`src/rtl/game_draw_sequencer.sv`:
```
// game_draw_sequencer: master control FSM for the game. Sequences the title, stage and
// win-screen loads, then runs the per-frame render loop (tiles, bombs, then per player
// the corner checks, sprite and HP icons). Also derives frame and refresh timing from
// the system clock.
module game_draw_sequencer #(
    parameter int NUM_PLAYERS     = 2,
    parameter int NUM_BOMBS       = 6,
    parameter int MAX_LIVES       = 3,
    parameter int CLK_DIV         = 833333,
    parameter int FRAMES_PER_TICK = 15,
    localparam int LW = $clog2(MAX_LIVES + 1),
    localparam int PW = (NUM_PLAYERS > 1) ? $clog2(NUM_PLAYERS) : 1,
    localparam int BW = (NUM_BOMBS > 1) ? $clog2(NUM_BOMBS) : 1
) (
    input  logic                      clock,
    input  logic                      reset,
    input  logic                      go,
    input  logic                      finished,
    input  logic                      all_tiles_drawn,
    input  logic [NUM_PLAYERS*LW-1:0] lives,
    output logic [1:0]                memory_select,
    output logic                      copy_enable,
    output logic                      tc_enable,
    output logic                      player_reset,
    output logic                      tile_reset,
    output logic                      draw_stage,
    output logic                      draw_tile,
    output logic                      draw_explosion,
    output logic                      draw_bomb,
    output logic                      check_player,
    output logic                      draw_player,
    output logic                      draw_hp,
    output logic [PW-1:0]             player_id,
    output logic [BW-1:0]             bomb_id,
    output logic [LW-1:0]             hp_id,
    output logic [1:0]                corner_id,
    output logic                      print_screen,
    output logic                      refresh,
    output logic [PW-1:0]             winner,
    output logic                      winner_valid
);
    localparam int DW = (CLK_DIV > 1) ? $clog2(CLK_DIV) : 1;
    localparam int RW = (FRAMES_PER_TICK > 1) ? $clog2(FRAMES_PER_TICK) : 1;

    localparam logic [4:0] S_LOAD_TITLE   = 5'd0;
    localparam logic [4:0] S_TITLE        = 5'd1;
    localparam logic [4:0] S_LOAD_STAGE   = 5'd2;
    localparam logic [4:0] S_DRAW_TILE    = 5'd3;
    localparam logic [4:0] S_DRAW_EXPL    = 5'd4;
    localparam logic [4:0] S_NEXT_TILE    = 5'd5;
    localparam logic [4:0] S_DRAW_BOMB    = 5'd6;
    localparam logic [4:0] S_NEXT_BOMB    = 5'd7;
    localparam logic [4:0] S_PLAYER_START = 5'd8;
    localparam logic [4:0] S_CHECK_CORNER = 5'd9;
    localparam logic [4:0] S_NEXT_CORNER  = 5'd10;
    localparam logic [4:0] S_DRAW_PLAYER  = 5'd11;
    localparam logic [4:0] S_DRAW_HP      = 5'd12;
    localparam logic [4:0] S_NEXT_HP      = 5'd13;
    localparam logic [4:0] S_NEXT_PLAYER  = 5'd14;
    localparam logic [4:0] S_IDLE         = 5'd15;
    localparam logic [4:0] S_UPDATE       = 5'd16;
    localparam logic [4:0] S_LOAD_WIN     = 5'd17;
    localparam logic [4:0] S_WIN          = 5'd18;

    logic [4:0]    state;
    logic [4:0]    state_next;
    logic [DW-1:0] div_cnt;
    logic [RW-1:0] ref_cnt;
    logic          frame_active;
    logic          frame_tick;
    logic [LW-1:0] lives_cur;
    logic [PW:0]   alive_cnt;
    logic [PW-1:0] winner_next;
    logic          game_over;
    logic          bomb_last;
    logic          hp_last;
    logic          player_last;

    // The divider only runs while the game loop is on screen (DRAW_TILE through UPDATE).
    assign frame_active = (state >= S_DRAW_TILE) && (state <= S_UPDATE);
    assign frame_tick   = frame_active && (div_cnt == DW'(CLK_DIV - 1));
    assign bomb_last    = (bomb_id == BW'(NUM_BOMBS - 1));
    assign player_last  = (player_id == PW'(NUM_PLAYERS - 1));
    // lives==0 never reaches DRAW_HP, so the LW-bit wrap of lives-1 is harmless.
    assign hp_last      = (hp_id == (lives_cur - LW'(1)));
    assign game_over    = (alive_cnt <= (PW+1)'(1));

    // Per-player lives lookup, alive count and lowest-index surviving player.
    always_comb begin
        lives_cur   = '0;
        alive_cnt   = '0;
        winner_next = '0;
        for (int p = 0; p < NUM_PLAYERS; p++) begin
            if (player_id == PW'(p))
                lives_cur = lives[p*LW +: LW];
            if (lives[p*LW +: LW] != '0)
                alive_cnt = alive_cnt + (PW+1)'(1);
        end
        for (int p = NUM_PLAYERS - 1; p >= 0; p--) begin
            if (lives[p*LW +: LW] != '0)
                winner_next = PW'(p);
        end
    end

    // Next-state logic for the load / render / update sequence.
    always_comb begin
        state_next = state;
        case (state)
            S_LOAD_TITLE:   if (finished) state_next = S_TITLE;
            S_TITLE:        if (go) state_next = S_LOAD_STAGE;
            S_LOAD_STAGE:   if (finished) state_next = S_DRAW_TILE;
            S_DRAW_TILE:    if (finished) state_next = S_DRAW_EXPL;
            S_DRAW_EXPL:    if (finished) state_next = S_NEXT_TILE;
            S_NEXT_TILE:    state_next = all_tiles_drawn ? S_DRAW_BOMB : S_DRAW_TILE;
            S_DRAW_BOMB:    if (finished) state_next = S_NEXT_BOMB;
            S_NEXT_BOMB:    state_next = bomb_last ? S_PLAYER_START : S_DRAW_BOMB;
            S_PLAYER_START: state_next = S_CHECK_CORNER;
            S_CHECK_CORNER: state_next = S_NEXT_CORNER;
            S_NEXT_CORNER:  state_next = (corner_id == 2'd3) ? S_DRAW_PLAYER : S_CHECK_CORNER;
            S_DRAW_PLAYER:  if (finished) state_next = (lives_cur == '0) ? S_NEXT_PLAYER : S_DRAW_HP;
            S_DRAW_HP:      if (finished) state_next = S_NEXT_HP;
            S_NEXT_HP:      state_next = hp_last ? S_NEXT_PLAYER : S_DRAW_HP;
            S_NEXT_PLAYER:  state_next = player_last ? S_IDLE : S_PLAYER_START;
            S_IDLE:         if (frame_tick) state_next = S_UPDATE;
            S_UPDATE: begin
                if (game_over)
                    state_next = S_LOAD_WIN;
                else if (finished)
                    state_next = S_DRAW_TILE;
            end
            S_LOAD_WIN:     if (finished) state_next = S_WIN;
            S_WIN:          if (go) state_next = S_LOAD_TITLE;
            default:        state_next = S_LOAD_TITLE;
        endcase
    end

    // State register; reset aborts whatever frame is in progress.
    always_ff @(posedge clock or posedge reset) begin
        if (reset)
            state <= S_LOAD_TITLE;
        else
            state <= state_next;
    end

    // Object index counters for bombs, players, corners and HP icons.
    always_ff @(posedge clock or posedge reset) begin
        if (reset) begin
            bomb_id   <= '0;
            player_id <= '0;
            hp_id     <= '0;
            corner_id <= '0;
        end else begin
            case (state)
                S_LOAD_STAGE: begin
                    bomb_id   <= '0;
                    player_id <= '0;
                    hp_id     <= '0;
                    corner_id <= '0;
                end
                S_NEXT_BOMB:    bomb_id <= bomb_last ? '0 : bomb_id + BW'(1);
                S_PLAYER_START: begin
                    corner_id <= '0;
                    hp_id     <= '0;
                end
                S_NEXT_CORNER:  corner_id <= corner_id + 2'd1;
                S_NEXT_HP:      hp_id <= hp_last ? '0 : hp_id + LW'(1);
                S_NEXT_PLAYER:  player_id <= player_last ? '0 : player_id + PW'(1);
                default: ;
            endcase
        end
    end

    // Frame divider and refresh counter; refresh is a registered pulse on refresh wrap.
    always_ff @(posedge clock or posedge reset) begin
        if (reset) begin
            div_cnt <= '0;
            ref_cnt <= '0;
            refresh <= 1'b0;
        end else begin
            refresh <= 1'b0;
            if (state == S_LOAD_STAGE) begin
                div_cnt <= '0;
                ref_cnt <= '0;
            end else if (frame_active) begin
                if (frame_tick) begin
                    div_cnt <= '0;
                    if (ref_cnt == RW'(FRAMES_PER_TICK - 1)) begin
                        ref_cnt <= '0;
                        refresh <= 1'b1;
                    end else begin
                        ref_cnt <= ref_cnt + RW'(1);
                    end
                end else begin
                    div_cnt <= div_cnt + DW'(1);
                end
            end
        end
    end

    // Winner is captured on entry to the win screen and held until the next stage load.
    always_ff @(posedge clock or posedge reset) begin
        if (reset) begin
            winner       <= '0;
            winner_valid <= 1'b0;
        end else if ((state == S_UPDATE) && game_over) begin
            winner       <= winner_next;
            winner_valid <= (alive_cnt == (PW+1)'(1));
        end else if (state == S_LOAD_STAGE) begin
            winner       <= '0;
            winner_valid <= 1'b0;
        end
    end

    // Moore decode of datapath strobes and memory select.
    always_comb begin
        memory_select  = 2'd0;
        copy_enable    = 1'b0;
        tc_enable      = 1'b0;
        player_reset   = 1'b0;
        tile_reset     = 1'b0;
        draw_stage     = 1'b0;
        draw_tile      = 1'b0;
        draw_explosion = 1'b0;
        draw_bomb      = 1'b0;
        check_player   = 1'b0;
        draw_player    = 1'b0;
        draw_hp        = 1'b0;
        print_screen   = 1'b0;
        case (state)
            S_LOAD_TITLE: begin
                copy_enable = 1'b1;
                draw_stage  = 1'b1;
            end
            S_LOAD_STAGE: begin
                memory_select = 2'd1;
                copy_enable   = 1'b1;
                draw_stage    = 1'b1;
                player_reset  = 1'b1;
                tile_reset    = 1'b1;
            end
            S_DRAW_TILE: begin
                memory_select = 2'd3;
                copy_enable   = 1'b1;
                draw_tile     = 1'b1;
            end
            S_DRAW_EXPL: begin
                memory_select  = 2'd3;
                copy_enable    = 1'b1;
                draw_explosion = 1'b1;
            end
            S_NEXT_TILE: tc_enable = 1'b1;
            S_DRAW_BOMB: begin
                memory_select = 2'd3;
                copy_enable   = 1'b1;
                draw_bomb     = 1'b1;
            end
            S_CHECK_CORNER: begin
                memory_select = 2'd3;
                check_player  = 1'b1;
            end
            S_DRAW_PLAYER: begin
                memory_select = 2'd3;
                copy_enable   = 1'b1;
                draw_player   = 1'b1;
            end
            S_DRAW_HP: begin
                memory_select = 2'd3;
                copy_enable   = 1'b1;
                draw_hp       = 1'b1;
            end
            S_UPDATE: print_screen = 1'b1;
            S_LOAD_WIN: begin
                memory_select = 2'd2;
                copy_enable   = 1'b1;
                draw_stage    = 1'b1;
            end
            default: ;
        endcase
    end
endmodule

```
`config.mk`:
```
export PLATFORM = sky130hd
export DESIGN_NAME = game_draw_sequencer
export DESIGN_NICKNAME = d
export VERILOG_FILES = /design/src/rtl/game_draw_sequencer.sv
export SDC_FILE = /design/constraint.sdc
export NUM_CORES = 1
export LEC_CHECK = 0
export ABC_AREA = 1
export CORE_MARGIN = 4
export CORE_UTILIZATION = 38
export CTS_BUF_LIST = sky130_fd_sc_hd__clkbuf_2
export CTS_CLUSTER_DIAMETER = 80
export DETAILED_ROUTE_END_ITERATION = 12
export GPL_TIMING_DRIVEN = 0
export SYNTH_ARGS = -nofsm -noshare
export SYNTH_HDL_FRONTEND = slang
export SYNTH_SLANG_ARGS = --single-unit
```
`constraint.sdc`:
```
create_clock -name clock -period 4.85 [get_ports clock]
set_input_delay 0.97 -clock clock [delete_from_list [all_inputs] [get_ports clock]]
set_output_delay 0.97 -clock clock [all_outputs]
set_load 0.03 [all_outputs]
```
==> results.sh <==
export IMPL_die_w_microns=95.4
export IMPL_cpMostUsedCell="nand2_2"
export IMPL_grt_setup_unrepaired="no"
export IMPL_synth_compound_area_share_pct=5.91
export IMPL_worst_slew_pin_transition_ns=0.854
export IMPL_synth_main_ff_cell="dfrtp_1"
export IMPL_routed_wl_microns=7350
export IMPL_maxCapViolations=0
export IMPL_post_cts_buffers=0
export IMPL_fin_tns_setup_ns=0
export IMPL_synth_xor_area_share_pct=3.02
export IMPL_place_area_sq_um=3360
export IMPL_holdWs_ns=0.537
export IMPL_p_total_mw=1.46
export IMPL_hold_viol_final=0
export IMPL_multi_input_area_sq_um=1620
export IMPL_dp_hpwl_microns=5550
export IMPL_cp_slowest_stage_delay_ns=0.67
export IMPL_cts_sinks=40
export IMPL_critPathCaptureType="primary output"
export IMPL_synth_fa_ha_area_share_pct=3.45
export IMPL_cts_resized=0
export IMPL_crit_fanout=10
export IMPL_dpl_cell_count=549
export IMPL_synth_cells=417
export IMPL_synth_nets=434
export IMPL_synth_seq_cells=40
export IMPL_htreeDepth=2
export IMPL_dr_total_vias=2825
export IMPL_p_per_area_nw_per_um2=430
export IMPL_ys_seq_area_share_pct=34.5
export IMPL_synthSimpleGateAreaFrac_pct=43.2
export IMPL_top_level_ports=34
export IMPL_overflow=0
export IMPL_cp_cell_sequence="nand2_2, nor2_8, nand2_2, buf_4, buf_2, nand2_1, clkdlybuf4s50_1"
export IMPL_setup_viol=0
export IMPL_fill_cells=746
export IMPL_drc=0
export IMPL_port_buffer_count=33
export IMPL_ff_latch_area_sq_um=1000
export IMPL_crit_buf_inv=3
export IMPL_fin_crit_sh_pct=73.4
export IMPL_cts_root_buf="clkbuf_2"
export IMPL_synth_top_family_by_area="simple AND/OR/NAND/NOR gates"
export IMPL_outcome="complete, no violations"
export IMPL_yosys_cell_types_count=32
export IMPL_die_area_sq_um=9100
export IMPL_crit_slowest_cell="clkdlybuf4s50_1"
export IMPL_path_class="flop to primary output"
export IMPL_first_pass_iters=5
export IMPL_fin_area_sq_um=3400
export IMPL_tritoncts="done"
export IMPL_min_period_ns=3.56
export IMPL_crit_family="buffers and inverters"
export IMPL_async_reset_ff_share_pct=100
export IMPL_layout_nets=474
export IMPL_min_path_type="flop to flop"
export IMPL_slew_violations=0
export IMPL_start_util_pct=39.6
export IMPL_die_y_microns=95.4
export IMPL_track_usage_pct=17.5
export IMPL_routedWlPerCell_microns=13.2
export IMPL_grt_max_degree=41
export IMPL_first_global_vias=2589
export IMPL_synth_edf_count=0
export IMPL_clock_skew_final_ns=0.0251
export IMPL_clock_latency_ns=0.40
export IMPL_ir_drop_mv=0.384
export IMPL_syn_area_sq_um=2900
export IMPL_place_congestion=0.931
export IMPL_cts_path_max_buffers=2
export IMPL_synthToLayoutAreaGrowth_pct=17.2
export IMPL_drt_iter0_drc=138
export IMPL_n_antenna_cell=0
export IMPL_max_freq_mhz=281
export IMPL_numCtsBuffers=5
export IMPL_max_slew_margin_pct=43.0
export IMPL_cts_hold_buf=0
export IMPL_synth_mux_area_fraction_pct=0.345
export IMPL_grt_pass1_wl_microns=12500
export IMPL_yosysWarnings=0
export IMPL_coreArea_sq_um=7330
export IMPL_crit_arrival_ns=2.59
export IMPL_layoutNonFillerInstCount=557
export IMPL_antenna_found_initial=0
export IMPL_syn_avg_cell_area_sq_um=6.96
export IMPL_ant_nets=0
export IMPL_vias_per_cell=5.07
export IMPL_cp_start_kind="flop"
export IMPL_cp_required_ns=3.88
export IMPL_drive_gt1_share_pct=10.0
export IMPL_p_leak_nw=1.68
export IMPL_cts_clk_slew_worst_paths_ns=0.20
export IMPL_row_count=31
-- layout by cell type (no fill, tap or decap), drive strengths merged, types with 2 or more instances in the layout --
cell           synthesis  layout
a21oi                 10      10
buf                    7       7
clkbuf                 0       5
clkdlybuf4s50          0      33
clkinvlp               0       2
dfrtp                 40      40
ha                     8       8
inv                   59      59
nand2                118     118
nand3                 60      60
nand3b                 3       3
nand4                 17      17
nor2                  46      46
nor3                  11      11
nor4                   4       4
o21ai                 19      19
xor2                   9       9
-- worst paths after layout --
kind,start,end,slack [ns],cells past startpoint
setup / recovery,state[1]$_DFFE_PP0P_,draw_stage,1.29,7
hold / removal,div_cnt[9]$_DFFE_PP0P_,div_cnt[9]$_DFFE_PP0P_,0.54,2
setup reg to reg,player_id$_DFFE_PP0P_,state[1]$_DFFE_PP0P_,2.96,11
hold reg to reg,div_cnt[9]$_DFFE_PP0P_,div_cnt[9]$_DFFE_PP0P_,0.54,2
max in group asynchronous,reset,div_cnt[8]$_DFFE_PP0P_,3.27,2
min in group asynchronous,reset,bomb_id[1]$_DFFE_PP0P_,1.02,2
-- metal layers --
layer	up-vias	GRT usage, %	wire length [microns]
met5	-	0	0
met4	0	4.03	43
met3	4	3.24	405
met2	85	28.6	3430
met1	1303	23.9	3480
li1	1433	-	-
-- where the power goes --
part / total (mW) / leakage, nW / internal, mW / switching (mW)
clock: 0.151 / 0.0226 / 0.0334 / 0.118
sequential: 0.453 / 0.545 / 0.385 / 0.0678
combinational: 0.856 / 1.11 / 0.300 / 0.556
total: 1.46 / 1.68 / 0.719 / 0.742
-- synthesized netlist by cell type (all sizes together) (3+ instances only) --
master	n	share of area, %
xor2	9	2.7
nand3b	3	0.78
inv	59	7.7
nor2	46	7.4
nor4	4	0.86
nand2	118	17
nor3	11	2.2
nand3	60	11
dfrtp	40	34
buf	7	1.9
o21ai	19	3.3
a21oi	10	1.7
ha	8	3.4
nand4	17	3.7
-- through the flow --
step	worst slack [ns]	utilization, %
3_3_place_gp	1.74	45.8
6_report	1.29	46.4
3_5_place_dp	1.73	45.8
4_1_cts	1.24	46.4
5_1_grt	1.09	46.4
2_1_floorplan	2.49	-
-- cells by family (layout without fill, tap and decap cells) --
logic type | Yosys count | after routing
AO/OA/AOI/OAI | 32 | 32
XOR/XNOR | 10 | 10
adder cells (fa/ha/maj) | 8 | 8
buffers and inverters | 66 | 107
flip-flops | 40 | 40
multiplexers | 1 | 1
AND/OR/NAND/NOR | 260 | 260
-- worst register-to-register path, cell delays in order (launching register included) --
cell and delay [ns]:
dfrtp_1 0.57, inv_1 0.09, nand2_1 0.09, nand2_1 0.06
ha_1 0.30, xor2_1 0.15, nand3_1 0.16, nor2_1 0.15
nor2_1 0.05, nand2_1 0.07, nand3_1 0.08, nand2_1 0.07
-- cell type report --
cell class                      instances  area share (%)
Buffer                                  7            1.62
Sequential cell                        40            29.4
Clock inverter                          3           0.552
Multi-Input combinational cell        311            47.7
Inverter                               59            6.59
Timing Repair Buffer                   33            9.72
Tap cell                               99            3.64
Clock buffer                            5           0.736
-- sequential cells by signal (all words and copies together) (netlist names) --
register and cells:
bomb_id 3, refresh 1, winner 1, corner_id 2
hp_id 2, winner_valid 1, player_id 1, state 5
ref_cnt 4, div_cnt 20
(Power assumes the default switching activity.)
